### src/rtl/ctrl_relu_fix.sv
// ctrl_relu_fix: sequencer for the two-layer fixed-point ReLU datapath.
// Ports:
//   clk, rst     - clock and asynchronous active-high reset
//   start        - begin one inference; only looked at in IDLE
//   arg_zero     - datapath flag: the argument just loaded equals 0
//   mem_addr     - read address for the weight/image memory
//   mem_rd       - read strobe; data returns one cycle later
//   r_sh_en      - shift enables: [0] ARG, [1] R1, [2] R2
//   mac_en       - MAC enables: [0] layer 1, [1] layer 2
//   mac_clr      - accumulator clears, same mapping as mac_en
//   l2_src_addr  - layer-2 source: 0 = bias, k = hidden neuron k-1
//   busy, done   - run in progress / one-cycle completion pulse
module ctrl_relu_fix #(
    parameter int ADDR_WIDTH = 16,
    parameter int N_IN       = 784,
    parameter int N_H        = 25,
    parameter int N_OUT      = 10,
    parameter int IMG_BASE   = 0,
    parameter int W1_BASE    = 1024,
    parameter int W2_BASE    = 20736,
    parameter int SKIP_ZERO  = 1
) (
    input  logic                  clk,
    input  logic                  rst,
    input  logic                  start,
    input  logic                  arg_zero,
    output logic [ADDR_WIDTH-1:0] mem_addr,
    output logic                  mem_rd,
    output logic [2:0]            r_sh_en,
    output logic [1:0]            mac_en,
    output logic [1:0]            mac_clr,
    output logic [ADDR_WIDTH-1:0] l2_src_addr,
    output logic                  busy,
    output logic                  done
);

    localparam int AW = ADDR_WIDTH;
    localparam int IW = (N_IN + 1 > 1) ? $clog2(N_IN + 1) : 1;
    localparam int JW = (N_H > 1) ? $clog2(N_H) : 1;
    localparam int KW = (N_H + 1 > 1) ? $clog2(N_H + 1) : 1;
    localparam int MW = (N_OUT > 1) ? $clog2(N_OUT) : 1;

    localparam logic [AW-1:0] A_IMG  = AW'(IMG_BASE);
    localparam logic [AW-1:0] A_W1   = AW'(W1_BASE);
    localparam logic [AW-1:0] A_W2   = AW'(W2_BASE);
    localparam logic [AW-1:0] A_NH   = AW'(N_H);
    localparam logic [AW-1:0] A_NOUT = AW'(N_OUT);
    localparam logic [AW-1:0] A_ONE  = AW'(1);

    typedef enum logic [3:0] {
        S_IDLE,
        S_CLR,
        S_L1_ARG,
        S_L1_LD,
        S_L1_CHK,
        S_L1_W,
        S_L1_TAIL,
        S_L1_MAC,
        S_L2_W,
        S_L2_TAIL,
        S_L2_MAC,
        S_DONE
    } state_t;

    state_t          r_state;
    logic [IW-1:0]   r_i;
    logic [JW-1:0]   r_j;
    logic [KW-1:0]   r_k;
    logic [MW-1:0]   r_m;
    logic [AW-1:0]   r_w1_ptr;
    logic [AW-1:0]   r_w2_ptr;
    // Which register the outstanding read targets; becomes r_sh_en
    // one cycle later, when the memory data is valid.
    logic [2:0]      r_rd_sel;

    logic w_skip;
    logic w_adv;
    logic w_last_in;

    assign w_skip    = (SKIP_ZERO != 0) && arg_zero;
    assign w_last_in = (r_i == IW'(N_IN));
    // An input is finished either by its MAC or by being skipped.
    assign w_adv     = (r_state == S_L1_MAC) ||
                       ((r_state == S_L1_CHK) && w_skip);

    always_ff @(posedge clk or posedge rst) begin
        if (rst) begin
            r_state     <= S_IDLE;
            r_i         <= '0;
            r_j         <= '0;
            r_k         <= '0;
            r_m         <= '0;
            r_w1_ptr    <= '0;
            r_w2_ptr    <= '0;
            r_rd_sel    <= '0;
            mem_addr    <= '0;
            mem_rd      <= 1'b0;
            r_sh_en     <= '0;
            mac_en      <= '0;
            mac_clr     <= '0;
            l2_src_addr <= '0;
            busy        <= 1'b0;
            done        <= 1'b0;
        end else begin
            mem_rd      <= 1'b0;
            r_rd_sel    <= '0;
            r_sh_en     <= r_rd_sel;
            mac_en      <= '0;
            mac_clr     <= '0;
            done        <= 1'b0;
            l2_src_addr <= '0;

            unique case (r_state)
                S_IDLE: begin
                    if (start) begin
                        r_state <= S_CLR;
                        mac_clr <= 2'b11;
                        busy    <= 1'b1;
                    end
                end
                S_CLR: begin
                    r_i      <= '0;
                    r_w1_ptr <= A_W1;
                    mem_addr <= A_IMG;
                    mem_rd   <= 1'b1;
                    r_rd_sel <= 3'b001;
                    r_state  <= S_L1_ARG;
                end
                S_L1_ARG: r_state <= S_L1_LD;
                S_L1_LD:  r_state <= S_L1_CHK;
                S_L1_CHK: begin
                    if (!w_skip) begin
                        r_j      <= '0;
                        mem_addr <= r_w1_ptr;
                        mem_rd   <= 1'b1;
                        r_rd_sel <= 3'b010;
                        r_state  <= S_L1_W;
                    end
                end
                S_L1_W: begin
                    if (r_j == JW'(N_H - 1)) begin
                        r_state <= S_L1_TAIL;
                    end else begin
                        r_j      <= r_j + JW'(1);
                        mem_addr <= mem_addr + A_ONE;
                        mem_rd   <= 1'b1;
                        r_rd_sel <= 3'b010;
                    end
                end
                S_L1_TAIL: begin
                    mac_en  <= 2'b01;
                    r_state <= S_L1_MAC;
                end
                S_L1_MAC: begin
                end
                S_L2_W: begin
                    l2_src_addr <= AW'(r_k);
                    if (r_m == MW'(N_OUT - 1)) begin
                        r_state <= S_L2_TAIL;
                    end else begin
                        r_m      <= r_m + MW'(1);
                        mem_addr <= mem_addr + A_ONE;
                        mem_rd   <= 1'b1;
                        r_rd_sel <= 3'b100;
                    end
                end
                S_L2_TAIL: begin
                    l2_src_addr <= AW'(r_k);
                    mac_en      <= 2'b10;
                    r_state     <= S_L2_MAC;
                end
                S_L2_MAC: begin
                    r_w2_ptr <= r_w2_ptr + A_NOUT;
                    if (r_k == KW'(N_H)) begin
                        done    <= 1'b1;
                        busy    <= 1'b0;
                        r_state <= S_DONE;
                    end else begin
                        r_k         <= r_k + KW'(1);
                        r_m         <= '0;
                        mem_addr    <= r_w2_ptr + A_NOUT;
                        mem_rd      <= 1'b1;
                        r_rd_sel    <= 3'b100;
                        l2_src_addr <= AW'(r_k) + A_ONE;
                        r_state     <= S_L2_W;
                    end
                end
                S_DONE: r_state <= S_IDLE;
                default: r_state <= S_IDLE;
            endcase

            // Shared end-of-input step for both the MAC and skip paths.
            if (w_adv) begin
                r_w1_ptr <= r_w1_ptr + A_NH;
                if (w_last_in) begin
                    r_k      <= '0;
                    r_m      <= '0;
                    r_w2_ptr <= A_W2;
                    mem_addr <= A_W2;
                    mem_rd   <= 1'b1;
                    r_rd_sel <= 3'b100;
                    r_state  <= S_L2_W;
                end else begin
                    r_i      <= r_i + IW'(1);
                    mem_addr <= A_IMG + AW'(r_i) + A_ONE;
                    mem_rd   <= 1'b1;
                    r_rd_sel <= 3'b001;
                    r_state  <= S_L1_ARG;
                end
            end
        end
    end

endmodule

### config.mk
export PLATFORM = sky130hd
export DESIGN_NAME = ctrl_relu_fix
export DESIGN_NICKNAME = d
export VERILOG_FILES = /design/src/rtl/ctrl_relu_fix.sv
export SDC_FILE = /design/constraint.sdc
export NUM_CORES = 1
export LEC_CHECK = 0
export BUFFER_PORTS_ARGS = -buffer_cell sky130_fd_sc_hd__buf_2
export CAP_MARGIN = 20
export CORE_MARGIN = 8
export CORE_UTILIZATION = 30
export CTS_BUF_LIST = sky130_fd_sc_hd__clkbuf_2 sky130_fd_sc_hd__clkbuf_4 sky130_fd_sc_hd__clkbuf_8
export DETAILED_ROUTE_END_ITERATION = 16
export GPL_TIMING_DRIVEN = 0
export MAX_ROUTING_LAYER = met4
export PLACE_DENSITY = 0.52
export SETUP_SLACK_MARGIN = 0.05
export SYNTH_ARGS = -nofsm -noshare
export SYNTH_HDL_FRONTEND = slang
export SYNTH_SLANG_ARGS = --single-unit
### constraint.sdc
create_clock -name clk -period 7.45 [get_ports clk]
set_input_delay 1.49 -clock clk [delete_from_list [all_inputs] [get_ports clk]]
set_output_delay 1.49 -clock clk [all_outputs]
set_load 0.02 [all_outputs]
==> flow_summary.json <==
{
  "wl_per_cell_um": 16.32,
  "dieHeight_um": 148.6,
  "route.detailed.drc": 0,
  "seqCellArea_mm2": 0.002327,
  "grt_max_degree": 71,
  "synth_commonest_cells": "dfrtp_1 (93), nor2_1 (73), nand2_1 (48)",
  "grt_pass1_wl_um": 22960,
  "drtAntennaViolNets": 0,
  "syn_area_mm2": 0.005278,
  "cts_buffers": 9,
  "clock_sinks": 93,
  "cts-resized-gates": 0,
  "synth_edf_count": 0,
  "post-route-period-util": 0.3771,
  "wirelength_um": 14050,
  "synth_cells": 574,
  "p_leak_nw": 2.665,
  "crit_start": "arg_zero",
  "crit_path_end_kind": "flip-flop",
  "rsz0062_at_grt": "false",
  "clock_latency_ns": 0.39,
  "timing.reg2reg.setup_slack_ns": 5.04,
  "cp_data_required_time_ns": 7.74,
  "ys_seq_elements": 93,
  "muxShareOfSynthArea": 0.007587,
  "worstSetupPathType": "in -> reg",
  "hold_viol_final": 0,
  "fin_skew_ns": 0.01391,
  "cts_buffer_depth": 2,
  "ios": 46,
  "fin_nets": 647,
  "synth_top_family_by_area": "simple AND/OR/NAND/NOR gates",
  "synth.area.top_cells": "dfrtp_1 (44%), nor2_1 (5.2%), o21ai_0 (4.3%), xnor2_1 (4.0%), nand2_1 (3.4%)",
  "path_max_fanout": 10,
  "worst_pin_slew_ns": 0.8092,
  "status": "complete, no violations",
  "synth_fa_ha_area_frac": 0.03082,
  "via_per_inst": 5.092,
  "reg2reg_depth": 9,
  "gp_congestion": 0.8525,
  "overflow": 0,
  "min_to": "r_sh_en[2]",
  "grt_util_all_layers": 0.1353,
  "holdCritStartpoint": "r_rd_sel[2]",
  "worst_setup_path_start_kind": "primary input",
  "finalSetupTns_ns": 0,
  "cp_data_arrival_time_ns": 3.10,
  "rr_startpoint": "r_state[1]",
  "yosys_warnings": 0,
  "layout-drive-gt1-share": 0.1638,
  "syn_area_per_cell_um2": 9.194,
  "multiInputGateArea_mm2": 0.002686,
  "fin_crit_ns": 2.810,
  "dieWidth_um": 148.6,
  "holdBufCountCts": 0,
  "synth_cell_types": 75,
  "synth_most_common_cell": "dfrtp_1",
  "fillers": 1767,
  "drt-pass1-iter-count": 5,
  "setup_viol": 0,
  "final_util": 0.3501,
  "cts_tree": "yes",
  "ys_seq_area_frac": 0.4410,
  "synthToLayoutAreaGrowth_pct": 14.34,
  "ys_async_sr_fraction": 1.000,
  "yosys.area.top_type_share": 0.4410,
  "fmax_mhz": 355.9,
  "initialDrtViolationCount": 265,
  "synth_largest_area_cell": "dfrtp_1",
  "synthFlopType": "dfrtp_1",
  "start_util": 0.3062,
  "htreeDepth": 3,
  "post_cts_buffers": 0,
  "min_path_cells": 0,
  "rows": 48,
  "r2r_end": "mem_addr[1]",
  "antenna_found_initial": 1,
  "synth_compound_area_frac": 0.1660,
  "vias": 4384,
  "dpl.hpwl_um": 10270,
  "irDropWorstVdd_uv": 73.09,
  "core_area_mm2": 0.01724,
  "powerDensity_mw_per_mm2": 154.5,
  "drv_cap": 0,
  "synth-xor-area-share": 0.07302,
  "slew_headroom": 0.4555,
  "clockRootBuffer": "clkbuf_8",
  "min_path_type": "reg -> reg",
  "io_buffers": 35,
  "path_clk_slew_ns": 0.09,
  "fp.dieArea_mm2": 0.02209,
  "synth-simple-area-share": 0.2245,
  "slew_violations": 0,
  "first_global_vias": 4234
}
==> cells in the final DEF, fill, tap and decap left out, types with 5 or more instances in the layout <==
master	instances
a21oi_1	28
xnor2_1	24
buf_2	44
nor3_1	10
nor2_1	73
a21o_1	7
nand2_1	48
xor2_1	20
inv_1	11
clkbuf_1	10
nand2b_1	5
dfrtp_1	93
nand3_1	34
clkbuf_8	11
and3_1	11
o21ai_1	6
ha_1	13
buf_4	14
a221oi_1	5
nand4_1	11
a222oi_1	5
conb_1	10
o21ai_0	45
==> state kept, by name (all words and copies together), names as in the netlist, 5 cells and up <==
register     count
r_j              5
r_i             10
r_k              5
r_w1_ptr        16
mem_addr        16
r_w2_ptr        15
l2_src_addr      6
==> per-layer routing <==
metal,up-vias,GRT usage,part of all wire
met2,97,0.2102,0.47
met1,2140,0.1715,0.47
li1,2130,-,-
met5,-,-,0
met3,17,0.02097,0.041
met4,0,0.05966,0.019
==> how the worst max path moves through the flow <==
stage,endpoint,slack (ns),cells past startpoint
after global routing,mem_addr[6],4.57,9
after detailed placement,r_k[0],4.24,7
after floorplan,busy,3.54,1
final,mem_addr[7],4.64,9
after global placement,l2_src_addr[3],2.26,2
after CTS,r_k[0],4.66,7
==> metrics by stage <==
step,cell area (um2),power (W),hold WS (ns),setup slack [ns],cells
floorplan,5311,0.0005337,0.3312,3.540,583
finish,6035,0.0009325,0.3516,4.640,861
detailed placement,5798,0.0005409,0.3356,4.245,844
global route,6035,0.0009683,0.3710,4.575,861
global placement,5768,0.0005386,0.3327,2.264,843
CTS,6032,0.0009450,0.3569,4.662,860
==> worst max-delay path: stages <==
cell	delay [ns]
buf_2	0.12
or3b_4	0.39
a21oi_2	0.16
buf_4	0.23
nand2_4	0.10
buf_6	0.17
nor2_1	0.28
a21oi_1	0.06
o21ai_0	0.10
==> power by group <==
part           leakage [nW]  internal (W)  total (W)  switching (W)
combinational          1.39    0.00000675  0.0000237      0.0000170
clock                 0.117      0.000215   0.000402       0.000187
sequential             1.16      0.000505   0.000506     0.00000108
total                  2.66      0.000727   0.000933       0.000205
==> cells by family after synthesis <==
group	after synthesis
adder cells (fa/ha/maj)	13
multiplexers	4
XOR/XNOR	44
flip-flops	93
buffers and inverters	54
AND/OR/NAND/NOR	229
AO/OA/AOI/OAI	136
other	1
==> layout make-up <==
class | count | share of cell area
diodes | 1 | 0.0004147
repair buffers | 36 | 0.03359
clock buffers | 13 | 0.02758
plain buffers | 39 | 0.04002
well taps | 225 | 0.04665
flip-flops and latches | 93 | 0.3857
inverters | 15 | 0.009745
clock inverters | 3 | 0.01120
multi-input cells | 436 | 0.4452
Note: power is estimated with default switching activity, not from simulation.
